### src/rtl/sa_ctrl.sv
// sa_ctrl: systolic array sequencer (WS/OS dataflows); define SA_CTRL_PERF_CNT_EN to enable the busy-cycle counter
module sa_ctrl #(
  parameter int ROWS         = 4,
  parameter int COLS         = 4,
  parameter int CNT_WIDTH    = 8,
  parameter int OP_SIG_WIDTH = 3
) (
  input  logic                    clk,
  input  logic                    reset,
  input  logic                    start,
  input  logic                    mode,
  input  logic [CNT_WIDTH-1:0]    k_len,
  output logic                    busy,
  output logic                    done,
  output logic                    cfg_err,
  output logic [OP_SIG_WIDTH-1:0] op_sig,
  output logic                    arr_clr,
  output logic                    wgt_rd_en,
  output logic [CNT_WIDTH-1:0]    wgt_rd_addr,
  output logic                    act_rd_en,
  output logic [CNT_WIDTH-1:0]    act_rd_addr,
  output logic                    res_wr_en,
  output logic [CNT_WIDTH-1:0]    res_wr_addr,
  output logic [31:0]             perf_cycles
);
  typedef enum logic [2:0] {IDLE, WLOAD, WFLOW, OSCLR, OSFLOW, OSDRAIN, DONE} state_t;
  localparam logic [CNT_WIDTH:0] SKEW = (CNT_WIDTH+1)'(ROWS + COLS - 2);
  localparam logic [CNT_WIDTH:0] F_OFF = (CNT_WIDTH+1)'(ROWS + COLS - 3);
  localparam logic [CNT_WIDTH:0] ROW_LAST = (CNT_WIDTH+1)'(ROWS - 1);
  localparam logic [OP_SIG_WIDTH-1:0] OP_W_LOAD = OP_SIG_WIDTH'(3'b001);
  localparam logic [OP_SIG_WIDTH-1:0] OP_W_FLOW = OP_SIG_WIDTH'(3'b000);
  localparam logic [OP_SIG_WIDTH-1:0] OP_OS_FLOW = OP_SIG_WIDTH'(3'b100);
  localparam logic [OP_SIG_WIDTH-1:0] OP_OS_DRAIN = OP_SIG_WIDTH'(3'b110);
  localparam logic [OP_SIG_WIDTH-1:0] OP_HOLD = OP_SIG_WIDTH'(3'b111);
  state_t state_q, state_d;
  logic [CNT_WIDTH:0] cnt_q, cnt_d, f_last;
  logic [CNT_WIDTH-1:0] k_q, k_d;
  logic accept, in_k;
  logic busy_q, busy_d, done_q, done_d, err_q, err_d, clr_q, clr_d;
  logic wgt_en_q, wgt_en_d, act_en_q, act_en_d, res_en_q, res_en_d;
  logic [OP_SIG_WIDTH-1:0] op_q, op_d;
  logic [CNT_WIDTH-1:0] wgt_addr_q, wgt_addr_d, act_addr_q, act_addr_d, res_addr_q, res_addr_d;
  // next state and in-state index, then outputs decoded from the next state so they register with it
  always_comb begin
    accept = state_q == IDLE && start && k_len != '0;
    k_d = accept ? k_len : k_q;
    f_last = {1'b0, k_q} + F_OFF;
    state_d = state_q;
    case (state_q)
      IDLE:    state_d = accept ? (mode ? OSCLR : WLOAD) : IDLE;
      WLOAD:   state_d = cnt_q == ROW_LAST ? WFLOW : WLOAD;
      WFLOW:   state_d = cnt_q == f_last ? DONE : WFLOW;
      OSCLR:   state_d = OSFLOW;
      OSFLOW:  state_d = cnt_q == f_last ? OSDRAIN : OSFLOW;
      OSDRAIN: state_d = cnt_q == ROW_LAST ? DONE : OSDRAIN;
      default: state_d = IDLE;
    endcase
    cnt_d = state_d == state_q ? cnt_q + (CNT_WIDTH+1)'(1) : '0;
    in_k = cnt_d < {1'b0, k_q};
    op_d = state_d == WLOAD ? OP_W_LOAD :
           state_d == WFLOW ? OP_W_FLOW :
           state_d == OSFLOW ? OP_OS_FLOW :
           state_d == OSDRAIN ? OP_OS_DRAIN : OP_HOLD;
    wgt_en_d = state_d == WLOAD || (state_d == OSFLOW && in_k);
    act_en_d = (state_d == WFLOW || state_d == OSFLOW) && in_k;
    res_en_d = (state_d == WFLOW && cnt_d >= SKEW) || state_d == OSDRAIN;
    wgt_addr_d = wgt_en_d ? CNT_WIDTH'(cnt_d) : wgt_addr_q;
    act_addr_d = act_en_d ? CNT_WIDTH'(cnt_d) : act_addr_q;
    res_addr_d = res_en_d ? CNT_WIDTH'(state_d == WFLOW ? cnt_d - SKEW : cnt_d) : res_addr_q;
    clr_d = state_d == OSCLR;
    done_d = state_d == DONE;
    busy_d = state_d != IDLE;
    err_d = state_q == IDLE && start && k_len == '0;
  end
  // state, job length and registered outputs
  always_ff @(posedge clk) begin
    if (reset) begin
      state_q <= IDLE;
      cnt_q <= '0;
      k_q <= '0;
      op_q <= OP_HOLD;
      busy_q <= 1'b0;
      done_q <= 1'b0;
      err_q <= 1'b0;
      clr_q <= 1'b0;
      wgt_en_q <= 1'b0;
      act_en_q <= 1'b0;
      res_en_q <= 1'b0;
      wgt_addr_q <= '0;
      act_addr_q <= '0;
      res_addr_q <= '0;
    end else begin
      state_q <= state_d;
      cnt_q <= cnt_d;
      k_q <= k_d;
      op_q <= op_d;
      busy_q <= busy_d;
      done_q <= done_d;
      err_q <= err_d;
      clr_q <= clr_d;
      wgt_en_q <= wgt_en_d;
      act_en_q <= act_en_d;
      res_en_q <= res_en_d;
      wgt_addr_q <= wgt_addr_d;
      act_addr_q <= act_addr_d;
      res_addr_q <= res_addr_d;
    end
  end
  assign busy = busy_q;
  assign done = done_q;
  assign cfg_err = err_q;
  assign op_sig = op_q;
  assign arr_clr = clr_q;
  assign wgt_rd_en = wgt_en_q;
  assign wgt_rd_addr = wgt_addr_q;
  assign act_rd_en = act_en_q;
  assign act_rd_addr = act_addr_q;
  assign res_wr_en = res_en_q;
  assign res_wr_addr = res_addr_q;
`ifdef SA_CTRL_PERF_CNT_EN
  logic [31:0] perf_q, perf_d;
  // restart on accepted start, count busy cycles, saturate at all-ones
  always_comb perf_d = accept ? '0 : (busy_q && perf_q != '1) ? perf_q + 32'd1 : perf_q;
  // busy-cycle counter register
  always_ff @(posedge clk) perf_q <= reset ? '0 : perf_d;
  assign perf_cycles = perf_q;
`else
  assign perf_cycles = 32'd0;
`endif
endmodule
### config.mk
export PLATFORM = sky130hd
export DESIGN_NAME = sa_ctrl
export DESIGN_NICKNAME = d
export VERILOG_FILES = /design/src/rtl/sa_ctrl.sv
export SDC_FILE = /design/constraint.sdc
export NUM_CORES = 1
export LEC_CHECK = 0
export BUFFER_PORTS_ARGS = -buffer_cell sky130_fd_sc_hd__buf_2
export CORE_UTILIZATION = 30
export CTS_BUF_LIST = sky130_fd_sc_hd__clkbuf_4 sky130_fd_sc_hd__clkbuf_8
export CTS_CLUSTER_DIAMETER = 80
export CTS_CLUSTER_SIZE = 24
export DETAILED_ROUTE_END_ITERATION = 12
export HOLD_SLACK_MARGIN = 0.03
export PLACE_DENSITY_LB_ADDON = 0.2
export REMOVE_ABC_BUFFERS = 1
export SLEW_MARGIN = 25
export SYNTH_ARGS = -nofsm -noshare
export SYNTH_HDL_FRONTEND = slang
export SYNTH_SLANG_ARGS = --single-unit
### constraint.sdc
create_clock -name clk -period 9 [get_ports clk]
set_clock_uncertainty 0.05 [all_clocks]
set_input_delay 1.8 -clock clk [delete_from_list [all_inputs] [get_ports clk]]
set_output_delay 1.8 -clock clk [all_outputs]
set_load 0.005 [all_outputs]
Yosys cells after proc, flatten, opt, wreduce, memory -nomap -nowiden
Index checks and enable logic that the tools add are counted.
- bits of input ports: 12
- output and inout bits: 66
- logic and storage cells: 61
- register bits after elaboration: 54
- add/sub/neg operators: 3
- reduce and logical (&&, ||, !) cells: 14
- order comparisons: 2
- mux-type cells: 13
- equality and inequality tests: 14
- operator list (kind ; count):
    3-bit case mux with 6 select lines ; 1
    3-bit == test (second input constant) ; 5
    3-bit by 2-bit == test with 1-bit output (second input constant) ; 4
    2-bit 2-to-1 mux ; 5
    8-bit by 3-bit adder with 9-bit output (second input constant) ; 1
    9-bit by 1-bit adder with 9-bit output (second input constant) ; 1
    9-bit by 2-bit == test with 1-bit output (second input constant) ; 1
    9-bit == test ; 1
    9-bit by 3-bit greater-or-equal comparator with 1-bit output (second input constant) ; 1
    9-bit by 8-bit < comparator with 1-bit output ; 1
    3-bit 2-to-1 mux ; 3
    9-bit 2-to-1 mux ; 1
    8-bit logical NOT ; 1
    8-bit 2-to-1 mux ; 1
    8-bit nonzero test ; 1
    8-bit by 3-bit subtractor with 8-bit output (second input constant) ; 1
    3-bit by 1-bit == test with 1-bit output (second input constant) ; 2
    1-bit logical AND ; 6
    3-bit == test ; 1
    3-bit logical NOT ; 1
    1-bit logical OR ; 3
    3-bit nonzero test ; 1
    1-bit 2-to-1 mux ; 2
    2-bit OR reduction ; 1

Longest topological paths before layout
- word-level depth: 10
- gate-level depth with buffers: 18

Least setup slack after synthesis
No wires, ideal clock.
- path kind: input to register
- start point: input k_len[7]
- end point: register wgt_addr_q[5] (netlist: wgt_rd_addr[5])
- setup time: 70 ps
- data required time: 8880 ps
- stages: 17
- path buffers: 2
- setup slack: 3269 ps
- arrival: 5610 ps
- path through: nor4_1 -> a211oi_1 -> nor2_1 -> nor2_1 -> a211o_1 -> buf_6 -> a211oi_1 -> ha_1 -> a21o_1 -> a21o_1 -> a211oi_1 -> o21ai_0 -> a211oi_4 -> a32oi_1 -> buf_6 -> or3_1 -> a21oi_1
- longest elaborated chain between the ends: 9
- elaborated cells on any way between the ends: 11
- classes of those cells: order compare: 1; eq/ne: 3; mux: 3; reduce/logical: 4
- ends and longest elaborated chain (what ; RTL line ; source):
    from (decl) ; 12 ; input logic [CNT_WIDTH-1:0] k_len,
    8-bit nonzero test ; 45 ; accept = state_q == IDLE && start && k_len != '0;
    1-bit logical AND ; 45 ;
    2-bit 2-to-1 mux ; 50 ; IDLE: state_d = accept ? (mode ? OSCLR : WLOAD) : IDLE;
    3-bit case mux with 6 select lines ; 49 ; case (state_q)
    3-bit == test ; 58 ; cnt_d = state_d == state_q ? cnt_q + (CNT_WIDTH+1)'(1) : '0;
    9-bit 2-to-1 mux ; 58 ;
    net cnt_d[2] ; 36 ; logic [CNT_WIDTH:0] cnt_q, cnt_d, f_last;
    9-bit by 8-bit < comparator with 1-bit output ; 59 ; in_k = cnt_d < {1'b0, k_q};
    1-bit logical AND ; 64 ; wgt_en_d = state_d == WLOAD || (state_d == OSFLOW && in_k);
    1-bit logical OR ; 64 ;
    to (signal assigned) ; 104 ; wgt_addr_q <= wgt_addr_d;
    to (decl) ; 42 ; logic [CNT_WIDTH-1:0] wgt_addr_q, wgt_addr_d, act_addr_q, act_addr_d, res_addr_q, res_addr_d;
The timed path passes the listed nets, and every way through them passes these cells.
A chain may end at the register's enable or synchronous reset.

Worst setup path in the final report
- start point: input k_len[3]
- end point: register wgt_addr_q[5] (netlist: wgt_rd_addr[5])
Same word-level chain as after synthesis.

==> metrics.txt <==
setup TNS 0 ns; slowest stage delay, CP 0.59 ns; vias in the first global route 2913; Synth area leaders dfxtp_1 (31%), buf_4 (6.9%), a211oi_1 (4.3%), ha_1 (3.6%), xnor2_1 (3.5%); GRT Total Usage 0.170; Yosys top cell by area dfxtp_1; Root Buffer clkbuf_8; total number of vias 3202; layout cell share with drive strength beyond 1 0.150; Req. time, crit path 9.19 ns; Synth Area per Inst 8.22 um^2; Critical Setup Path Class in2reg; final RePlAce weighted congestion 0.882; largest net degree at the start of global routing 54; post-synth top area share 0.309; routed vias/inst 5.38; pwr dens 150 nW/um^2; Async SR Flop Fraction 0; IO Pins 78; Distinct cells, synth 64; Final Hold Viols 0; r2r setup slk 3.58 ns; htree depth 2; #FFs+latches synth 54; critical path startpoint category primary input; top_reg_cell synth dfxtp_1; # port buffers 45; cts bufs inserted 5; final period utilization 0.717; Worst Path Arrival 6.65 ns; Iter 0 DRT Violations 175; Worst-Skew Late Latency 0.30 ns; clock transition at the registers of the reported paths 0.10 ns; Starting Density 0.308; min Tclk post-route 6.46 ns; RSZ-0062 raised after global routing false; clock net sink count 54; Routed Antenna Nets 0; Rel. slew slack 0.477; Critical Path, Cell by Cell buf_2 -> nor4_1 -> a21oi_2 -> nand2_1 -> nand2_1 -> o21a_1 -> a211oi_1 -> ha_1 -> a21o_1 -> a21o_1 -> a211oi_1 -> o21ai_0 -> a211oi_4 -> a32oi_1 -> clkbuf_4 -> or3_1 -> a21oi_1; worst hold path type reg2reg; CORE AREA 11400 um^2; CTS tree yes; global-route wire length before repair 15.6 mm; drt drc 0; Max Freq 155 MHz; setup repair bufs after CTS 0; status complete, no violations; slowest stage cell, crit path nor4_1; initial antenna violation count 0; worst vdd ir 0.0818 mV; Setup crit end kind flip-flop; hold buffers post-CTS 0; Resized Gates After CTS 0; area delta synth->final 7.19%; GR Overflow Total 0; Synth Instances 426; Pre-antenna DRT Iters 4; Site Rows 39; Post-synth EDFFs 0; utilization after layout 0.330; per-cell routed wire length 16.6 um; DP Wirelength 7.54 mm; Post-Syn Area 3500 um^2; DIE AREA 12100 um^2; die width 110 um; Least-Margin Pin Slew 0.784 ns; Crit Path Max Fanout 14; post-synthesis sequential area ratio 0.309; Pleak 0.00147 uW; max-cap violation count 0; clock tree buffer depth 2; synth warn 0; final setup fails 0; Final Slew Violations 0; Filler cells 1227; ANT cells 0; drt total wl 9.90 mm; DIE HEIGHT 110 um; Final nets 474
-- per-stage QoR --
step                hold WS [ns]  setup WS (ns)  cells  cell area [um^2]  total power, uW
floorplan                  0.408           3.23    397              3240              375
global placement           0.408           2.42    587              3660              427
detailed placement         0.417           2.18    587              3660              429
CTS                        0.433           2.50    594              3740              568
global route               0.451           2.30    595              3750              598
finish                     0.428           2.54    595              3750              563
-- cell usage in the layout (no fill, tap or decap), types with 3 or more instances in the layout --
master and count:
nand2_1 24, nor2_1 28, or3_1 10, o21ai_0 10
o21a_1 3, nand4_1 12, a211oi_1 20, o31ai_1 9
nand3_1 11, nor2b_1 3, o211ai_1 7, a22oi_1 3
nor4_1 10, clkbuf_8 5, nor3_1 13, o2bb2ai_1 3
and3_1 4, a21o_1 6, dfxtp_1 54, a21oi_1 24
buf_2 45, and2_1 4, xnor2_1 14, ha_1 10
a211oi_2 3, xor2_1 5, o21ai_1 5, a31o_1 5
a31oi_1 3, conb_1 32, inv_1 20, a211o_1 5
-- worst max-delay path, delay by kind of cell --
family / cells / cell delay (ns)
simple gates: 4 / 1.23
compound gates: 10 / 2.90
buf+inv: 2 / 0.36
fa+ha+maj: 1 / 0.35
-- layout make-up --
class / count / area [um^2] / share of cell area
clock buffers: 6 / 76.3 / 0.0203
clock inverters: 1 / 7.51 / 0.00200
multi-input cells: 323 / 2080 / 0.556
inverters: 20 / 75.1 / 0.0200
repair buffers: 48 / 248 / 0.0660
well taps: 143 / 179 / 0.0477
flip-flops and latches: 54 / 1080 / 0.288
-- routing by layer --
| layer | GRT usage | share of wire | vias up | wire length, um |
|---|---|---|---|---|
| met3 | 0.0206 | 0.060 | 12 | 595 |
| met5 | 0 | 0 | - | 0 |
| met4 | 0.0410 | 0.014 | 0 | 138 |
| met2 | 0.274 | 0.46 | 103 | 4550 |
| met1 | 0.239 | 0.47 | 1531 | 4620 |
| li1 | - | - | 1556 | - |
-- state kept, by name, summed over array words and instances (netlist names), 3 cells and up --
register / cells
state_q: 3
wgt_rd_addr: 8
cnt_q: 9
k_q: 8
act_rd_addr: 8
op_sig: 3
res_wr_addr: 8
-- power by group --
part           total (uW)  switching (uW)  internal (uW)
combinational         161             110           50.8
clock                 138            80.8           56.7
sequential            265            13.9            251
-- path summary, 6_finish.rpt --
kind / from / end / cells past startpoint
max: k_len[3] / wgt_rd_addr[5] / 17
min: act_rd_addr[4] / act_rd_addr[4] / 2
max reg2reg: k_q[0] / wgt_rd_addr[5] / 17
min reg2reg: act_rd_addr[4] / act_rd_addr[4] / 2
-- kinds of logic after synthesis --
kind of cell	count (synthesis)	synth area share
adder cells (fa/ha/maj)	10	0.0358
AND/OR/NAND/NOR	130	0.194
other	1	0.00107
buffers and inverters	80	0.129
XOR/XNOR	20	0.0540
AO/OA/AOI/OAI	128	0.268
flip-flops	54	0.309
multiplexers	3	0.00930
-- synthesized netlist by cell type, types with 3 or more instances --
master      n
a211o_1     5
a211oi_1   20
a211oi_2    3
a21o_1      6
a21oi_1    24
a22oi_1     3
a31o_1      5
a31oi_1     3
and2_1      4
and3_1      4
buf_2      12
buf_4      32
clkbuf_1   13
dfxtp_1    54
ha_1       10
inv_1      20
nand2_1    24
nand3_1    11
nand4_1    12
nor2_1     28
nor2b_1     3
nor3_1     13
nor4_1     10
o211ai_1    7
o21a_1      3
o21ai_0    10
o21ai_1     5
o2bb2ai_1   3
o31ai_1     9
or3_1      10
xnor2_1    14
xor2_1      5
No activity file was read; power rests on OpenSTA's default activity.
